==> src/rtl/box_pkg.sv <==
// Shared constants for the 3x3 box-filter chain: stream widths, the reciprocal
// used for the divide-by-9 and the default line length. The column adder and
// later filter stages use the same values, so they are kept in one place.
package box_pkg;

   // Data widths along the filter chain
   localparam int SUM_W        = 10;   // vertical 3-row sum, 0..765
   localparam int ACC_W        = 12;   // 3x3 window total, 0..2295
   localparam int MEAN_W       = 8;    // filtered pixel
   localparam int COL_W        = 12;   // column index, covers LINE_LEN up to 4095

   // floor(x/9) == (x * 7282) >> 16 for every x <= 2303
   localparam int RECIP9       = 7282;
   localparam int RECIP_SHIFT  = 16;
   localparam int PROD_W       = 25;   // 2295 * 7282 fits in 24 bits

   localparam int LINE_LEN_DEF = 640;

endpackage : box_pkg

==> src/rtl/div9_recip.sv <==
// Registered divide-by-9 for window totals up to 2303, done as a multiply by
// the fixed-point reciprocal 7282/65536. The quotient register holds its value
// while no valid total arrives.
//
// Ports:
//   clk        - clock, rising edge
//   rst        - asynchronous active-high reset
//   acc        - window total to divide (ACC_W bits)
//   acc_valid  - acc is valid this cycle
//   quot       - registered floor(acc/9) (MEAN_W bits)
//   quot_valid - registered copy of acc_valid
module div9_recip
   import box_pkg::*;
(
   input  logic              clk,
   input  logic              rst,
   input  logic [ACC_W-1:0]  acc,
   input  logic              acc_valid,
   output logic [MEAN_W-1:0] quot,
   output logic              quot_valid
);

   logic [PROD_W-1:0] prod_s;

   // Reciprocal product; only bits [23:16] carry the quotient
   always_comb begin
      prod_s = PROD_W'(acc) * PROD_W'(RECIP9);
   end

   // Quotient and valid registers; quotient updates only on valid totals
   always_ff @(posedge clk or posedge rst) begin
      if (rst) begin
         quot       <= {MEAN_W{1'b0}};
         quot_valid <= 1'b0;
      end else begin
         quot_valid <= acc_valid;
         if (acc_valid) begin
            quot <= prod_s[RECIP_SHIFT+MEAN_W-1:RECIP_SHIFT];
         end else begin
            quot <= quot;
         end
      end
   end

endmodule : div9_recip

==> src/rtl/box_mean.sv <==
// Horizontal stage of the 3x3 box filter. Takes the stream of vertical 3-row
// column sums, forms a 3-tap horizontal window, adds it and divides by 9 to
// produce the box mean of the centre pixel. The window restarts at every line
// boundary: the first two samples of a line only prime it, so no output ever
// mixes two lines. Fixed latency of 3 cycles, one result per clock maximum.
//
// Ports:
//   clk        - clock, rising edge
//   rst        - asynchronous active-high reset
//   in_valid   - sum carries a valid column sample
//   sum        - vertical 3-row sum, 0..765
//   mean       - floor(window total / 9), held between results
//   mean_valid - one-cycle pulse per result
//   mean_last  - marks the last result of a line
module box_mean
   import box_pkg::*;
#(
   parameter int LINE_LEN = LINE_LEN_DEF
)
(
   input  logic              clk,
   input  logic              rst,
   input  logic              in_valid,
   input  logic [SUM_W-1:0]  sum,
   output logic [MEAN_W-1:0] mean,
   output logic              mean_valid,
   output logic              mean_last
);

   localparam logic [COL_W-1:0] COL_LAST = COL_W'(LINE_LEN - 1);

   logic [COL_W-1:0]  col_r;
   logic [SUM_W-1:0]  w0_r, w1_r, w2_r;
   logic              v1_r, last1_r;
   logic [ACC_W-1:0]  acc_r;
   logic              v2_r, last2_r;
   logic              mean_last_r;

   // Column counter: advances on accepted samples, wraps at end of line
   always_ff @(posedge clk or posedge rst) begin
      if (rst) begin
         col_r <= {COL_W{1'b0}};
      end else if (in_valid) begin
         if (col_r == COL_LAST) begin
            col_r <= {COL_W{1'b0}};
         end else begin
            col_r <= col_r + {{(COL_W-1){1'b0}}, 1'b1};
         end
      end else begin
         col_r <= col_r;
      end
   end

   // Window shift register and stage-1 flags. Old-line data left in the
   // window is harmless: columns 0 and 1 never raise v1, and by column 2 it
   // has been shifted out.
   always_ff @(posedge clk or posedge rst) begin
      if (rst) begin
         w0_r    <= {SUM_W{1'b0}};
         w1_r    <= {SUM_W{1'b0}};
         w2_r    <= {SUM_W{1'b0}};
         v1_r    <= 1'b0;
         last1_r <= 1'b0;
      end else begin
         v1_r    <= in_valid & (col_r >= 12'd2);
         last1_r <= in_valid & (col_r == COL_LAST);
         if (in_valid) begin
            w2_r <= w1_r;
            w1_r <= w0_r;
            w0_r <= sum;
         end else begin
            w2_r <= w2_r;
            w1_r <= w1_r;
            w0_r <= w0_r;
         end
      end
   end

   // Stage 2: window total; valids advance every cycle so results drain
   // through input gaps
   always_ff @(posedge clk or posedge rst) begin
      if (rst) begin
         acc_r   <= {ACC_W{1'b0}};
         v2_r    <= 1'b0;
         last2_r <= 1'b0;
      end else begin
         acc_r   <= {2'b00, w0_r} + {2'b00, w1_r} + {2'b00, w2_r};
         v2_r    <= v1_r;
         last2_r <= v1_r & last1_r;
      end
   end

   // Stage 3: divide by 9
   div9_recip u_div9 (
      .clk        (clk),
      .rst        (rst),
      .acc        (acc_r),
      .acc_valid  (v2_r),
      .quot       (mean),
      .quot_valid (mean_valid)
   );

   // End-of-line flag registered alongside the stage-3 divider
   always_ff @(posedge clk or posedge rst) begin
      if (rst) begin
         mean_last_r <= 1'b0;
      end else begin
         mean_last_r <= last2_r;
      end
   end

   assign mean_last = mean_last_r;

endmodule : box_mean

==> config.mk <==
export PLATFORM = sky130hd
export DESIGN_NAME = box_mean
export DESIGN_NICKNAME = d
export VERILOG_FILES = /design/src/rtl/box_pkg.sv /design/src/rtl/div9_recip.sv /design/src/rtl/box_mean.sv
export SDC_FILE = /design/constraint.sdc
export NUM_CORES = 1
export LEC_CHECK = 0
export BUFFER_PORTS_ARGS = -buffer_cell sky130_fd_sc_hd__buf_2
export CAP_MARGIN = 20
export CORE_ASPECT_RATIO = 0.7
export CORE_MARGIN = 3
export CORE_UTILIZATION = 35
export DETAILED_ROUTE_END_ITERATION = 6
export GPL_ROUTABILITY_DRIVEN = 0
export HOLD_SLACK_MARGIN = 0.08
export PLACE_DENSITY = 0.58
export SKIP_CTS_REPAIR_TIMING = 1
export SYNTH_ARGS = -nofsm -noshare
export SYNTH_HDL_FRONTEND = slang
export SYNTH_SLANG_ARGS = --single-unit
==> constraint.sdc <==
create_clock -name clk -period 4.7 [get_ports clk]
set_input_delay 0.47 -clock clk [delete_from_list [all_inputs] [get_ports clk]]
set_output_delay 0.47 -clock clk [all_outputs]
set_load 0.02 [all_outputs]
# After elaboration in Yosys (flattened, before gate mapping)
# Index checks and enable logic that the tools add are counted.
# classes
mux	1
bitwise	3
multipliers	1
order_cmp	1
n_addsub	3
eq_ne	1
# op_table
op	n
$mul A12 B12 Y23 const B	1
$add A11 B10 Y12	1
$add A12 B1 Y12 const B	1
$eq A12 B10 Y1 const B	1
$ge A12 B2 Y1 const B	1
$mux W12	1
$add A10 B10 Y11	1
$and A1 B1 Y1	3
# word_totals
register_bits	68
out_inout_bits	10
elab_cells	22

# Depth between registers and ports, before layout
# Gate-level depths: netlist (run 1).
# depth
ltp_word	2
ltp_mapped	20

# Cells and area by module
# A second synthesis (run 1) with hierarchy kept.
# unflattened
hier_cells	476
area_unflattened_um2	5216.3
# modules_own_cells
mod	instances	cells_each	seq_area_each_um2	area_each_um2
box_mean	1	216	1476.4	2751.4
div9_recip	1	260	225.2	2464.9

# Worst setup path after synthesis (run 1)
# OpenSTA, ideal clock, no wires.
# synth_path
path_type	reg2reg
startpoint	reg acc_r[1]
endpoint	reg u_div9.quot[7]
required_ps	4558
arrival_time_ps	4583
path_buffers	0
path_stages_with_launch	21
setup_slack_ps	-24
cell_sequence	dfrtp_1 -> inv_1 -> fa_1 -> inv_1 -> ha_1 -> inv_1 -> fa_1 -> inv_1 -> fa_1 -> inv_1 -> fa_1 -> inv_1 -> ha_1 -> and4_1 -> a21oi_2 -> a21oi_1 -> o31ai_2 -> o21ai_2 -> o31a_1 -> xnor2_1 -> a21oi_1
# synth_via
elab_chain_cells	1
# synth_lines
element	line	source
start, declared	box_mean.sv:35	logic [ACC_W-1:0] acc_r;
start signal, assigned	box_mean.sv:83	acc_r <= {ACC_W{1'b0}};
start signal, assigned	box_mean.sv:87	acc_r <= {2'b00, w0_r} + {2'b00, w1_r} + {2'b00, w2_r};
$mul A12 B12 Y23	div9_recip.sv:27	prod_s = PROD_W'(acc) * PROD_W'(RECIP9);
end signal, assigned	div9_recip.sv:33	quot <= {MEAN_W{1'b0}};
end signal, assigned	div9_recip.sv:38	quot <= prod_s[RECIP_SHIFT+MEAN_W-1:RECIP_SHIFT];
end signal, assigned	div9_recip.sv:40	quot <= quot;
end, declared	div9_recip.sv:19	output logic [MEAN_W-1:0] quot,
# No other way between the ends.
# A chain may end at the register's enable or synchronous reset.

# Final worst setup path (run 1)
# layout_path
startpoint	reg acc_r[9]
endpoint	reg u_div9.quot[6]
# Same word-level chain as after synthesis.

==> results of run 1 <==
area by class of cell:
type	count	area share [%]
clock buffer	9	3.81
tap	185	3.91
inverter	81	5.14
sequential	68	28.8
timing repair buffer	45	4.85
clock inverter	7	1.27
multi-input combinational	282	52.2
through the flow:
| stage | hold WS, ns | TNS (ns) |
|---|---|---|
| finish | 0.359 | 0 |
| global route | 0.355 | -0.524 |
| global placement | 0.342 | -0.227 |
| floorplan | 0.331 | 0 |
| detailed placement | 0.341 | -0.804 |
| CTS | 0.355 | -0.965 |
registers in the layout, indices dropped and copies added, names as in the netlist, 8 cells and up:
signal and cells:
acc_r 12, col_r 12, w0_r 10, w1_r 10, w2_r 10, u_div9.quot 8
cells by family after synthesis:
group	Yosys count	synth area share (%)
simple gates	58	5.65
mux	35	7.89
fa+ha+maj	117	35.1
compound gates	43	5.95
flops	68	33.9
buf+inv	87	6.50
xor+xnor	29	5.05
path summary, 6_finish.rpt:
check,start,to,slack [ns],cells past startpoint
worst max-delay path,acc_r[9],u_div9.quot[6],0.04,18
worst min-delay path,sum[0],w0_r[0],0.36,3
worst max register to register,acc_r[9],u_div9.quot[6],0.04,18
worst min register to register,last2_r,mean_last,0.37,0
max in group asynchronous,rst,w0_r[1],3.75,3
min in group asynchronous,rst,col_r[1],0.39,3
synthesized netlist by cell type (all sizes together) (2+ instances only):
master	number
o31a	2
nor2	13
inv	81
xor2	7
nand2	20
a21oi	12
nand2b	2
ha	77
dfrtp	68
xnor2	22
a21o	8
and2	2
nand3	6
a21boi	2
o21ai	14
fa	40
and3	4
and4	2
nand4	2
o21a	2
clkbuf	5
mux2	34
or4	3
nor3	2
cell usage in the layout, fill, tap and decap left out, drive strengths merged, types with 6 or more instances in the layout:
cell / n
a21oi: 12
dfrtp: 68
xnor2: 22
o21ai: 14
inv: 82
nor2: 13
nand2: 20
mux2: 34
fa: 40
a21o: 8
buf: 45
nand3: 6
ha: 77
clkbuf: 9
xor2: 7
critical path, cell delays in order, from the launching register on:
cell	delay, ns
dfrtp_1	0.41
fa_1	0.53
ha_4	0.30
inv_2	0.04
fa_1	0.53
inv_1	0.05
fa_1	0.50
inv_2	0.04
fa_1	0.52
inv_2	0.05
ha_4	0.26
and4_4	0.24
a21oi_4	0.07
a21oi_2	0.24
o31ai_4	0.11
o21ai_2	0.20
a21oi_2	0.08
xnor2_1	0.12
mux2_4	0.25
routing by layer:
metal | share of wire, % | GRT usage (%) | vias to the layer above
li1 | - | - | 1528
met1 | 52 | 18.1 | 1522
met2 | 43 | 17.4 | 26
met3 | 3.3 | 3.49 | 10
met4 | 1.6 | 4.31 | 0
met5 | 0 | 0 | -
==> results by group, run 1 <==
Outcome
  – Status: finished clean

Global route
  – Antenna violations before repair: 0
  – First-pass GRT wire length: 15500 um
  – Largest net degree at the start of global routing: 69
  – Number of global-route vias before repair: 3183
  – GRT overflow: 0
  – Gr usage total: 12.3%

Place
  – Pre-CTS setup slack: -0.249 ns
  – HPWL after detailed placement: 6940 um
  – Inst Count DP: 659
  – Post-DP Area: 0.00551 mm2
  – Buffers on Ports: 22

Logic synthesis
  – Total number of yosys warnings: 0
  – Largest area contributor in the netlist: dfrtp_1
  – Fraction of registers with async set/reset: 100%
  – Synth unique cells: 38
  – Post-Syn Nets: 567
  – Post-synth EDFFs: 0
  – Main area contributors after synthesis: dfrtp_1 (34%), ha_1 (19%), fa_1 (16%)
  – Register area share after synthesis: 33.9%
  – Mapped Cells: 437
  – Syn Std Cell Area: 0.00503 mm2
  – Yosys reg bits: 68
  – Primary FF master, synth: dfrtp_1
  – Synth top area share: 33.9%
  – Post-synthesis area per instance: 11.5 um2

Clocking
  – Clk root buf: clkbuf_16
  – H-tree Lvls: 3
  – Clk slew on worst S/H paths: 0.06 ns
  – CTS Buf Count: 9
  – CTS tree: done
  – Clk buf depth: 2
  – Clk sinks: 68
  – Worst-Skew Late Latency: 0.33 ns

Critical path
  – CP max FO: 3
  – CP Class: flop to flop
  – Data arrival time of the worst path: 4.88 ns
  – WP data required: 4.92 ns
  – Startpoint types: flop
  – Type of element capturing the critical path: flop

Timing
  – Post-route setup slack: 0.0358 ns
  – Unrepaired setup endpoints after global routing: true
  – Max_slew headroom: 42.4%
  – Final clock skew: 0.00368 ns
  – Final Hold Vio Count: 0
  – Period minus WS final: 4.66 ns
  – Max Fclk: 214 MHz
  – Final setup vio count: 0
  – Final Max Tran Viols: 0
  – Final Cycle Share: 99.2%
  – Worst Tran Pin Value: 0.864 ns

Floorplan
  – Initial core utilization: 37.0%
  – Core area: 0.0136 mm2
  – Number of I/O pins: 23
  – Die Ht: 106 um
  – Row count: 35
  – Die Width: 149 um
  – DIE AREA: 0.0159 mm2

Layout
  – Fillers: 1319
  – Finished Layout Cells: 677
  – Final nets: 617
  – Share of cells above drive strength 1: 24.6%
  – Area of the multi-input gates: 0.00309 mm2
  – Area growth syn-to-layout: 17.6%
  – Final Cell Area: 0.00591 mm2
  – Post-layout util: 43.6%
  – Register Area: 0.00170 mm2
  – Antenna cells: 0

Routing
  – Post-route ant nets: 0
  – Routed WL: 8800 um
  – Wirelength per Cell: 13.0 um
  – DR vias/cell: 4.56
  – Iter 0 DRT Violations: 84
  – DR vias: 3086
  – DRC: 0
  – DRT Pass-1 Iters: 4

Worst hold path
  – HP Class: input port to flop

Job
  – Maxcap violations: 0
Power of run 1 is left out: the tool's default activity adds up to more than one toggle a clock period on the data nets, which glitch-free logic cannot reach.
==> run 2: changes to the inputs <==
--- a/config.mk
+++ b/config.mk
@@ -9,11 +9,11 @@
 export CAP_MARGIN = 20
 export CORE_ASPECT_RATIO = 0.7
 export CORE_MARGIN = 3
-export CORE_UTILIZATION = 35
+export CORE_UTILIZATION = 55
 export DETAILED_ROUTE_END_ITERATION = 6
 export GPL_ROUTABILITY_DRIVEN = 0
 export HOLD_SLACK_MARGIN = 0.08
-export PLACE_DENSITY = 0.58
+export PLACE_DENSITY = 0.81
 export SKIP_CTS_REPAIR_TIMING = 1
 export SYNTH_ARGS = -nofsm -noshare
 export SYNTH_HDL_FRONTEND = slang
==> run 2 against run 1 <==
Net effect:
- die area down 35%
- global-route usage grew 7.4 points
- first-iteration DRC count rose by 23%
- sequential share of layout area fell by 0.24 points
- non-clock buffer count rose by 3
- flip-flop and latch count unchanged
- clock-buffer cell count unchanged
- critical path type unchanged
- highest routed layer unchanged
==> results by group, run 2 (synthesized netlist as in run 1, its figures left out) <==
Outcome
  – Status: finished clean

Layout
  – Antenna cells: 0 (unchanged)
  – Largest registers: acc_r (12), col_r (12)
  – Area growth syn-to-layout: 18.6%
  – Most common cell after layout, fill and taps aside: inv_1
  – Post-layout util: 68.9% (+25 points)
  – Most frequent cells in the layout: inv_1 (70), dfrtp_1 (68), ha_1 (67), fa_1 (39), mux2_2 (33)
  – Share of cells above drive strength 1: 27.7% (+3.1 points)
  – Finished Layout Cells: 615 (-9.2%)
  – Final nets: 620 (+0.49%)

Critical path
  – FF-to-FF Start: acc_r[3]
  – Crit-path slowest cell: fa_1
  – CP Cell Sequence: inv_2, fa_1, inv_2, ha_4, inv_1, fa_1, inv_1, fa_1, inv_2, fa_1, inv_2, ha_4, and4_4, nand2_4, a211oi_4, o31ai_4, o21ai_2, a21oi_2, xnor2_1, mux2_4
  – CP Class: flop to flop
  – Type of element capturing the critical path: flop
  – Critical path's largest stage delay: 0.56 ns (+0.03 ns)
  – Crit path launch: acc_r[3]
  – Slack of the worst reg-to-reg path: 0.08 ns (+0.04 ns)
  – Startpoint types: flop
  – R2R cell count: 20 (+2)
  – CP Depth: 20 (+2)
  – CP max FO: 3 (unchanged)
  – CP Buf/Inv Count: 6 (+2)
  – Reg-to-Reg End: u_div9.quot[6]
  – Delay-heaviest family, CP: adder cells
  – Data arrival time of the worst path: 4.84 ns (-0.04 ns)
  – WP data required: 4.92 ns (about the same)

Routing
  – Wirelength per Cell: 15.8 um (+21%)
  – DRC: 0 (unchanged)
  – Post-route ant nets: 0 (unchanged)
  – Iter 0 DRT Violations: 103 (+23%)
  – DR vias/cell: 5.15 (+13%)
  – DRT Pass-1 Iters: 4 (unchanged)
  – DR vias: 3166 (+2.6%)
  – Routed WL: 9690 um (+10%)

Floorplan
  – DIE AREA: 0.0103 mm2 (-35%)
  – Die Width: 120 um (-19%)
  – Core area: 0.00865 mm2 (-36%)
  – Row count: 28 (-20%)
  – Initial core utilization: 58.1% (+21 points)
  – Number of I/O pins: 23 (unchanged)
  – Die Ht: 86.0 um (-19%)

Worst hold path
  – Startpoint of the worst hold path: sum[8]
  – HP Class: input port to flop
  – Worst hold path cell count: 2 (-1)
  – Hold Path End: w0_r[8]

Timing
  – Unrepaired setup endpoints after global routing: true
  – Final clock skew: 0.00620 ns (+0.00253 ns)
  – Max_slew headroom: 42.2% (-0.20 points)
  – Max Fclk: 216 MHz (+0.96%)
  – Post-route setup slack: 0.0802 ns (+0.0444 ns)
  – Final setup vio count: 0 (unchanged)
  – Final Max Tran Viols: 0 (unchanged)
  – Worst Tran Pin Value: 0.867 ns (+0.00300 ns)
  – Final Hold Vio Count: 0 (unchanged)
  – Hold slack: 0.363 ns (+0.00438 ns)
  – Period minus WS final: 4.62 ns (-0.0444 ns)
  – Final Cycle Share: 98.3% (-0.94 points)

Job
  – Maxcap violations: 0 (unchanged)

Clocking
  – Clk root buf: clkbuf_16
  – Clk slew on worst S/H paths: 0.06 ns (about the same)
  – Clk sinks: 68 (unchanged)
  – CTS Buf Count: 9 (unchanged)
  – H-tree Lvls: 3 (unchanged)
  – Worst-Skew Late Latency: 0.34 ns (about the same)
  – CTS tree: done
  – Clk buf depth: 2 (unchanged)

Global route
  – First-pass GRT wire length: 15800 um (+1.8%)
  – Number of global-route vias before repair: 3317 (+4.2%)
  – Largest net degree at the start of global routing: 69 (unchanged)
  – GRT overflow: 0 (unchanged)
  – Antenna violations before repair: 0 (unchanged)
  – Gr usage total: 19.7% (+7.4 points)

Place
  – HPWL after detailed placement: 7110 um (+2.5%)
  – Inst Count DP: 593 (-10%)
  – Pre-CTS setup slack: -0.205 ns (+0.0439 ns)
  – Buffers on Ports: 22 (unchanged)
-- run 2: cell count changes in the layout (fill, tap and decap cells not counted), moves of 3 or more --
cell / previous run / this run
buf_4: 22 / 25
ha_1: 74 / 67
ha_4: 3 / 10
inv_1: 75 / 70
inv_2: 6 / 11
-- run 2: how the worst max path moves through the flow --
stage                                 to  slack, ns
after floorplan           u_div9.quot[7]       0.02
after global placement    u_div9.quot[7]      -0.15
after detailed placement  u_div9.quot[7]      -0.20
after CTS                 u_div9.quot[7]      -0.24
after global routing      u_div9.quot[7]      -0.05
final                     u_div9.quot[6]       0.08
-- run 2: metal layers --
metal / track usage [%] / routed length, um / vias to the layer above
met5: 0 / 0 / -
met4: 4.01 / 65 / 0
met3: 5.93 / 389 / 7
met2: 31.3 / 4770 / 48
met1: 27.3 / 4460 / 1573
li1: - / - / 1538
-- run 2: per-stage QoR --
| step | instance area [um2] | setup TNS, ns |
|---|---|---|
| global route | 5960 | -0.154 |
| CTS | 5720 | -0.848 |
| floorplan | 5030 | 0 |
| global placement | 5420 | -0.348 |
| finish | 5960 | 0 |
| detailed placement | 5420 | -0.650 |
-- run 2: cell type report --
| class | instances | area, um2 |
|---|---|---|
| timing repair buffer | 48 | 309 |
| clock inverter | 7 | 76.3 |
| clock buffer | 9 | 225 |
| fill | 624 | 2690 |
| multi-input combinational | 282 | 3200 |
| tap | 120 | 150 |
| inverter | 81 | 304 |
| sequential | 68 | 1700 |
Power of run 2 is left out for the same reason.
